File: config.mk
export PLATFORM = sky130hd
export DESIGN_NAME = led_pattern_gen
export DESIGN_NICKNAME = d
export VERILOG_FILES = /design/src/rtl/led_pattern_pkg.sv /design/src/rtl/led_tick_gen.sv /design/src/rtl/led_pattern_gen.sv
export SDC_FILE = /design/constraint.sdc
export NUM_CORES = 1
export LEC_CHECK = 0
export ABC_AREA = 0
export CORE_AREA = 8 8 89 91
export DETAILED_ROUTE_END_ITERATION = 10
export DIE_AREA = 0 0 97 99
export HOLD_SLACK_MARGIN = 0.12
export PLACE_DENSITY = 0.65
export SYNTH_ARGS = -nofsm -noshare
export SYNTH_HDL_FRONTEND = slang
export SYNTH_HIERARCHICAL = 1
export SYNTH_SLANG_ARGS = --single-unit
File: constraint.sdc
create_clock -name clk -period 10.3 [get_ports clk]
set_clock_uncertainty 0.1 [all_clocks]
set_input_delay 1.03 -clock clk [delete_from_list [all_inputs] [get_ports clk]]
set_output_delay 1.03 -clock clk [all_outputs]
set_load 0.1 [all_outputs]
File: src/rtl/led_pattern_pkg.sv
// Shared mode encoding and helpers for the LED pattern generator.
// Latency: n/a (definitions only).
// Backpressure: n/a.
package led_pattern_pkg;

  typedef enum logic [1:0] {
    MODE_BIN     = 2'd0,
    MODE_GRAY    = 2'd1,
    MODE_SCAN    = 2'd2,
    MODE_BREATHE = 2'd3
  } mode_e;

  // Reflected binary code. The argument is 32 bits wide so that callers of
  // any width up to 32 can use it; zero-extended inputs give zero-extended
  // results.
  function automatic logic [31:0] bin2gray(input logic [31:0] b);
    return b ^ (b >> 1);
  endfunction

endpackage

File: src/rtl/led_tick_gen.sv
// Free-running prescaler producing the pattern-step and breath-step strobes.
// Latency: strobes are combinational from the prescaler; first step is seen
// in cycle 2**LOG2DELAY-1 after reset. Backpressure: pause freezes the count.
module led_tick_gen #(
  parameter int LOG2DELAY   = 22,
  parameter int BREATH_LOG2 = 14,
  parameter int PWM_BITS    = 8
) (
  input  logic                clk,
  input  logic                resetn,
  input  logic                pause,
  output logic                step,
  output logic                breath_step,
  output logic [PWM_BITS-1:0] pwm_phase_nxt
);

  logic [LOG2DELAY-1:0] prescaler;

  // Prescaler counts every unpaused cycle and wraps naturally.
  always_ff @(posedge clk or negedge resetn) begin
    if (!resetn) begin
      prescaler <= '0;
    end else if (!pause) begin
      prescaler <= prescaler + LOG2DELAY'(1);
    end
  end

  // A paused cycle never produces a strobe, even on the terminal count.
  assign step        = (&prescaler) & ~pause;
  assign breath_step = (&prescaler[BREATH_LOG2-1:0]) & ~pause;

  // PWM compare uses the prescaler value that will be live once the LED
  // register has loaded, so the pin and the counter stay in phase.
  assign pwm_phase_nxt = prescaler[PWM_BITS-1:0] + PWM_BITS'(1);

endmodule

File: src/rtl/led_pattern_gen.sv
// Steps a run-time-selected LED pattern (binary, Gray, scanner, breathing).
// Latency: leds and tick are registered and update on the same edge, one
// cycle after the step strobe. Backpressure: pause holds all state and leds.
module led_pattern_gen
  import led_pattern_pkg::*;
#(
  parameter int NUM_LEDS    = 5,
  parameter int LOG2DELAY   = 22,
  parameter int BREATH_LOG2 = 14,
  parameter int PWM_BITS    = 8
) (
  input  logic                clk,
  input  logic                resetn,
  input  logic [1:0]          mode,
  input  logic                pause,
  output logic [NUM_LEDS-1:0] leds,
  output logic                tick
);

  localparam int                POS_W      = (NUM_LEDS > 1) ? $clog2(NUM_LEDS) : 1;
  localparam logic [POS_W-1:0]  POS_LAST   = POS_W'(NUM_LEDS - 1);
  localparam logic [PWM_BITS-1:0] BRIGHT_MAX = '1;

  logic                step;
  logic                breath_step;
  logic [PWM_BITS-1:0] pwm_phase_nxt;

  led_tick_gen #(
    .LOG2DELAY   (LOG2DELAY),
    .BREATH_LOG2 (BREATH_LOG2),
    .PWM_BITS    (PWM_BITS)
  ) u_tick_gen (
    .clk           (clk),
    .resetn        (resetn),
    .pause         (pause),
    .step          (step),
    .breath_step   (breath_step),
    .pwm_phase_nxt (pwm_phase_nxt)
  );

  mode_e               cur_mode,  mode_nxt;
  logic [NUM_LEDS-1:0] cnt,       cnt_nxt;
  logic [POS_W-1:0]    pos,       pos_nxt;
  logic                dir_up,    dir_up_nxt;
  logic [PWM_BITS-1:0] bright,    bright_nxt;
  logic                bright_up, bright_up_nxt;
  logic [NUM_LEDS-1:0] leds_nxt;
  logic                mode_chg;

  // A mode change is only recognised on a step; that step restarts the pattern.
  assign mode_chg = step && (mode_e'(mode) != cur_mode);

  // State register: pattern state, selected mode, and the registered pins.
  always_ff @(posedge clk or negedge resetn) begin
    if (!resetn) begin
      cur_mode  <= MODE_BIN;
      cnt       <= '0;
      pos       <= '0;
      dir_up    <= 1'b1;
      bright    <= '0;
      bright_up <= 1'b1;
      leds      <= '0;
      tick      <= 1'b0;
    end else begin
      cur_mode  <= mode_nxt;
      cnt       <= cnt_nxt;
      pos       <= pos_nxt;
      dir_up    <= dir_up_nxt;
      bright    <= bright_nxt;
      bright_up <= bright_up_nxt;
      leds      <= leds_nxt;
      tick      <= step;
    end
  end

  // Next-state: restart on mode change, otherwise advance the active pattern.
  always_comb begin
    mode_nxt      = cur_mode;
    cnt_nxt       = cnt;
    pos_nxt       = pos;
    dir_up_nxt    = dir_up;
    bright_nxt    = bright;
    bright_up_nxt = bright_up;

    if (step) begin
      mode_nxt = mode_e'(mode);
    end

    if (mode_chg) begin
      cnt_nxt       = '0;
      pos_nxt       = '0;
      dir_up_nxt    = 1'b1;
      bright_nxt    = '0;
      bright_up_nxt = 1'b1;
    end else begin
      if (step && (cur_mode == MODE_BIN || cur_mode == MODE_GRAY)) begin
        cnt_nxt = cnt + NUM_LEDS'(1);
      end

      // Scanner bounces between the end LEDs without dwelling on them.
      if (step && cur_mode == MODE_SCAN) begin
        if (NUM_LEDS == 1) begin
          pos_nxt = '0;
        end else if (dir_up) begin
          if (pos == POS_LAST) begin
            pos_nxt    = pos - POS_W'(1);
            dir_up_nxt = 1'b0;
          end else begin
            pos_nxt = pos + POS_W'(1);
          end
        end else begin
          if (pos == '0) begin
            pos_nxt    = POS_W'(1);
            dir_up_nxt = 1'b1;
          end else begin
            pos_nxt = pos - POS_W'(1);
          end
        end
      end

      // Brightness ramps as a triangle wave on the faster breath strobe.
      if (breath_step && cur_mode == MODE_BREATHE) begin
        if (bright_up) begin
          if (bright == BRIGHT_MAX) begin
            bright_nxt    = bright - PWM_BITS'(1);
            bright_up_nxt = 1'b0;
          end else begin
            bright_nxt = bright + PWM_BITS'(1);
          end
        end else begin
          if (bright == '0) begin
            bright_nxt    = PWM_BITS'(1);
            bright_up_nxt = 1'b1;
          end else begin
            bright_nxt = bright - PWM_BITS'(1);
          end
        end
      end
    end
  end

  // Output decode from post-update state; a paused cycle holds the pins.
  always_comb begin
    leds_nxt = leds;
    if (!pause) begin
      case (mode_nxt)
        MODE_BIN:     leds_nxt = cnt_nxt;
        MODE_GRAY:    leds_nxt = NUM_LEDS'(bin2gray(32'(cnt_nxt)));
        MODE_SCAN:    leds_nxt = NUM_LEDS'(1) << pos_nxt;
        MODE_BREATHE: leds_nxt = {NUM_LEDS{pwm_phase_nxt < bright_nxt}};
        default:      leds_nxt = leds;
      endcase
    end
  end

endmodule

# Word level (Yosys, flattened, before mapping)
# Index checks and enable logic that the tools add are counted.
[word_totals]
input_bits = 5
word_cells = 68
ff_bits = 48
out_inout_bits = 6
[classes]
n_lt_le_gt_ge = 1
n_reduce_logical = 13
eq_ne = 9
n_shift = 1
n_addsub = 7
bitwise = 4
mux = 24
[op_table]
columns = ["operator", "n"]
rows = [
  ["$mux 8", 5],
  ["$add 22x1->22 const B", 1],
  ["$reduce_and 22->1", 1],
  ["$pmux 5 s4", 1],
  ["$add 8x1->8 const B", 2],
  ["$mux 3", 5],
  ["$reduce_and 14->1", 1],
  ["$mux 1", 10],
  ["$mux 5", 2],
  ["$eq 2x2->1 const B", 4],
  ["$eq 8x8->1 const B", 1],
  ["$logic_not 8->1", 1],
  ["$lt 8x8->1", 1],
  ["$sub 8x1->8 const B", 1],
  ["$add 5x1->5 const B", 1],
  ["$shl 1x3->5 const A", 1],
  ["$xor 5x4->5", 1],
  ["$eq 2x1->1 const B", 2],
  ["$logic_and 1x1->1", 4],
  ["$logic_not 2->1", 2],
  ["$reduce_bool 2->1", 2],
  ["$add 3x1->3 const B", 1],
  ["$eq 3x3->1 const B", 1],
  ["$logic_not 3->1", 1],
  ["other kinds (6)", 7],
]

# Depth between registers and ports, before layout
[logic_depth]
word_depth = 7
depth_mapped = 16

# Modules after synthesis
# The synthesis kept the hierarchy.
[modules_own_cells]
columns = ["module", "instances", "seq_area_each_um2", "area_per_inst_um2", "cells_per_inst"]
rows = [
  ["led_pattern_gen", 1, 653.1, 2037.0, 234],
  ["led_tick_gen", 1, 550.5, 1094.8, 97],
]

# Worst setup path before layout
# Ideal clock, no wire load.
[synth_path]
path_type = "input-to-reg"
startpoint = "in pause"
endpoint = "reg leds[4]"
path_stages = 16
n_path_buf = 3
slack_ns = 5.871
t_arrival_ns = 4.262
cell_sequence = "buf_6 and4b_2 nand3_4 nor4_4 and4_1 buf_2 o21a_1 clkbuf_1 or2_2 ha_1 a211o_1 nor2_1 nand4_1 a21oi_1 or2_2 o22a_1"
[synth_between]
elab_chain_len = 7
elab_cells_between_ends = 22
[synth_lines]
columns = ["element", "line", "rtl"]
rows = [
  ["from (decl)", "led_pattern_gen.sv:15", "input logic pause,"],
  ["$not 1->1", "led_tick_gen.sv:30", "assign breath_step = (&prescaler[BREATH_LOG2-1:0]) & ~pause;"],
  ["$and 1x1->1", "led_tick_gen.sv:30", ""],
  ["via breath_step", "led_pattern_gen.sv:25", "logic breath_step;"],
  ["$logic_and 1x1->1", "led_pattern_gen.sv:122", "if (breath_step && cur_mode == MODE_BREATHE) begin"],
  ["$mux 8", "led_pattern_gen.sv:122", ""],
  ["$mux 8", "led_pattern_gen.sv:89", "if (mode_chg) begin"],
  ["$lt 8x8->1", "led_pattern_gen.sv:150", "MODE_BREATHE: leds_nxt = {NUM_LEDS{pwm_phase_nxt < bright_nxt}};"],
  ["$pmux 5 s4", "led_pattern_gen.sv:146", "case (mode_nxt)"],
  ["to (signal assigned)", "led_pattern_gen.sv:71", "leds <= leds_nxt;"],
  ["to (decl)", "led_pattern_gen.sv:16", "output logic [NUM_LEDS-1:0] leds,"],
]
# The timed path passes the listed nets, and every way through them passes these cells.
# A chain may end at the register's enable or synchronous reset.

# Worst setup path in the final report
[layout_path]
startpoint = "in pause"
endpoint = "reg leds[1]"
# The elaborated chain is that of the path after synthesis.

==> metrics.cfg <==
[pwr]
ratio_of_total_power_to_cell_area_nw_per_um2=140
vdd_ir_max_mv=0.125
power_leakage_nw=1.43

[clock_tree]
clockRootBuffer=sky130_fd_sc_hd__clkbuf_8
cts-root-to-sink-buffers=2
tritoncts=built
hold_buffers=0
post-cts-setup-buffer-count=0
ctsHtreeMaxLevel=2
numClockSinks=48
post_cts_resize_count=0
clkTransAtPathRegs_ps=80
numCtsBuffers=5
later_pin_clock_latency_in_the_skew_report_ps=310

[die]
num_io_pins=11
num_rows=30
fp.dieArea_um2=9600
core_area_um2=6570
chipHeight_um=99
die_x_um=97
initial_utilization_pct=47.7

[routing]
first_iter_violations=144
route.detailed.vias_per_inst=5.84
wl_per_cell_um=16.1
via_count=2447
drt-total-wl_um=6770
drt_first_pass_iters=4
postRouteAntennaNets=0
drc=0

[sta]
headroom_to_the_max_slew_limit_pct=29.0
timing.setup.tns_ps=0
period_share_pct=50.9
rsz0062_at_grt=no
hold_violations=0
maxSlewViolCount=0
achievable-frequency_mhz=191
timing.final.setup_violations=0
min_period_ps=5250
tightestPinTransition_ps=1060

[worst_hold_path]
hold_path_class=flop to flop
min-delay-start=u_tick_gen/prescaler[17]
hold-path-cell-count=1
holdPathEnd=u_tick_gen/prescaler[17]

[finish]
fillCellCount=599
num_antenna_cells=0
nets=360
finalNonFillerCells=419
layout-drive-gt1-share_pct=8.55
area_growth_pct=6.51

[worst_setup_path]
timing.critical_path.slowest_cell_delay_ps=680
cp_data_arrival_time_ps=5350
required_ps=10400
cp-start-kind=input pin
rr_worst_depth=13
cpMostUsedCell=sky130_fd_sc_hd__a21oi_1
path_class=input pin to flop
timing.critical_path.fanout_max=16
worst_setup_path_end_kind=flop
cp_slowest_cell=sky130_fd_sc_hd__clkdlybuf4s50_1
regToRegStartpoint=u_tick_gen/prescaler[6]
rrSetupSlack_ps=6160
cp_cell_sequence=clkdlybuf4s50_1, and4b_2, nand3_4, nor4_4, and4_1, o21a_1, or2_2, ha_1, a211o_1, nor2_1, nand4_1, a21oi_1, a21oi_1, o221ai_1
worst_r2r_endpoint=leds[1]

[synth]
number_of_enable_type_register_cells_in_the_synthesized_netlist=0
synth_async_sr_flop_share_pct=100
total_nets_after_synthesis=353
synth_area_per_cell_um2=9.46
post-synth-top-area-fraction_pct=36.8
yosys.cell_count.top_type=sky130_fd_sc_hd__dfrtp_1
post_synth_instance_area_um2=3130
synth.top_cells.by_area=sky130_fd_sc_hd__dfrtp_1, sky130_fd_sc_hd__ha_1, sky130_fd_sc_hd__xnor2_1
ys_top_cells_by_count=sky130_fd_sc_hd__dfrtp_1, sky130_fd_sc_hd__nor2_1, sky130_fd_sc_hd__nand2_1, sky130_fd_sc_hd__a21oi_1, sky130_fd_sc_hd__xnor2_1
synthDistinctLibCells=59
synth_cells=331
postSynth.topFlopCell=sky130_fd_sc_hd__dfrtp_1
synth_top_area_cell=sky130_fd_sc_hd__dfrtp_1
ys_ff_latch=48
yosysSeqAreaShare_pct=38.4
synth-warning-count=6

[placement]
hpwl_um=4900
port_buffers=10
place_inst=411
gp_congestion=0.910

[grt]
gr-total-overflow=0
globalRouteTotalUtil_pct=14.1
number_of_global_route_vias_before_repair=2414
maximum_number_of_pins_on_one_net_before_global_route_repair=49
grt_pass1_wl_um=11500
grt_antenna_before_repair=0

[flow_run]
drv.max_cap_violation_count=0

[outcome]
run_status=completed

[critical path, delay by kind of cell]
family	cells	cell delay, ps
simple gates	7	1930
compound gates	5	1460
buf+inv	1	680
fa+ha+maj	1	240
[registers in the layout, summed over array words and instances (netlist names)]
signal and cells:
bright 8, bright_up 1, cnt 5, cur_mode 2
dir_up 1, leds 5, pos 3, tick 1
u_tick_gen/prescaler 22
[kinds of logic after synthesis]
family / share of synthesized area [%]
DFF: 38.4
xor gates and xnor gates: 10.3
AOI/OAI and AO/OA: 11.3
adders and majority gates: 6.79
muxes: 4.35
buffers and inverters: 4.24
and+or+nand+nor: 24.5
[cells in the final DEF (no fill, tap or decap), types with 4 or more instances in the layout]
master | synthesis | final
sky130_fd_sc_hd__dfrtp_1 | 46 | 46
sky130_fd_sc_hd__nor2_1 | 30 | 30
sky130_fd_sc_hd__nand2_1 | 23 | 23
sky130_fd_sc_hd__a21oi_1 | 19 | 19
sky130_fd_sc_hd__xnor2_1 | 19 | 19
sky130_fd_sc_hd__xor2_1 | 18 | 18
sky130_fd_sc_hd__ha_1 | 17 | 17
sky130_fd_sc_hd__nand3_1 | 15 | 15
sky130_fd_sc_hd__inv_1 | 13 | 13
sky130_fd_sc_hd__nor3_1 | 11 | 11
sky130_fd_sc_hd__nand4_1 | 10 | 10
sky130_fd_sc_hd__clkdlybuf4s50_1 | 0 | 9
sky130_fd_sc_hd__mux2i_1 | 8 | 8
sky130_fd_sc_hd__o22ai_1 | 7 | 7
sky130_fd_sc_hd__and3_1 | 7 | 7
sky130_fd_sc_hd__nor2b_1 | 7 | 7
sky130_fd_sc_hd__or2_2 | 5 | 5
sky130_fd_sc_hd__o21ai_0 | 5 | 5
sky130_fd_sc_hd__mux2_2 | 5 | 5
sky130_fd_sc_hd__clkbuf_8 | 2 | 5
sky130_fd_sc_hd__o21a_1 | 4 | 4
sky130_fd_sc_hd__and2_1 | 4 | 4
[metal layers]
layer  vias up  GRT usage (%)  part of all wire [%]
met4         0           4.50                   1.2
met5         -              0                     0
met1      1200           17.9                    47
li1       1191              -                     -
met2        47           24.1                    48
met3         9           2.03                   3.4
[final cells by class]
| type | count | area [µm²] | area share, % |
|---|---|---|---|
| Clock buffer | 7 | 76.3 | 2.29 |
| Timing Repair Buffer | 11 | 103 | 3.08 |
| Multi-Input combinational cell | 259 | 1800 | 53.8 |
| Inverter | 13 | 48.8 | 1.46 |
| Sequential cell | 48 | 1200 | 36.1 |
| Tap cell | 80 | 100 | 3.00 |
| Clock inverter | 1 | 8.76 | 0.263 |
[power breakdown]
group	total, W	internal [W]	switching [W]
logic	0.000126	0.0000558	0.0000701
clock network	0.000111	0.0000486	0.0000628
registers	0.000231	0.000206	0.0000252
[worst max path at each step]
stage	slack (ps)	cells past startpoint	end	from
2_1_floorplan	5870	16	leds[4]	pause
3_3_place_gp	4890	14	leds[4]	pause
3_5_place_dp	4750	14	leds[1]	pause
4_1_cts	5050	14	leds[1]	pause
5_1_grt	4760	14	leds[1]	pause
6_report	5050	14	leds[1]	pause
[through the flow]
step | setup WS [ps] | power, W | area [µm²] | util (%) | hold slack, ps
floorplan | 5870 | 0.000325 | 3130 | - | 338
global placement | 4890 | 0.000355 | 3250 | 49.5 | 360
detailed placement | 4750 | 0.000358 | 3250 | 49.5 | 355
CTS | 5050 | 0.000472 | 3340 | 50.8 | 372
global route | 4760 | 0.000499 | 3340 | 50.8 | 400
finish | 5050 | 0.000468 | 3340 | 50.8 | 370
Note: power is estimated with default switching activity, not from simulation.
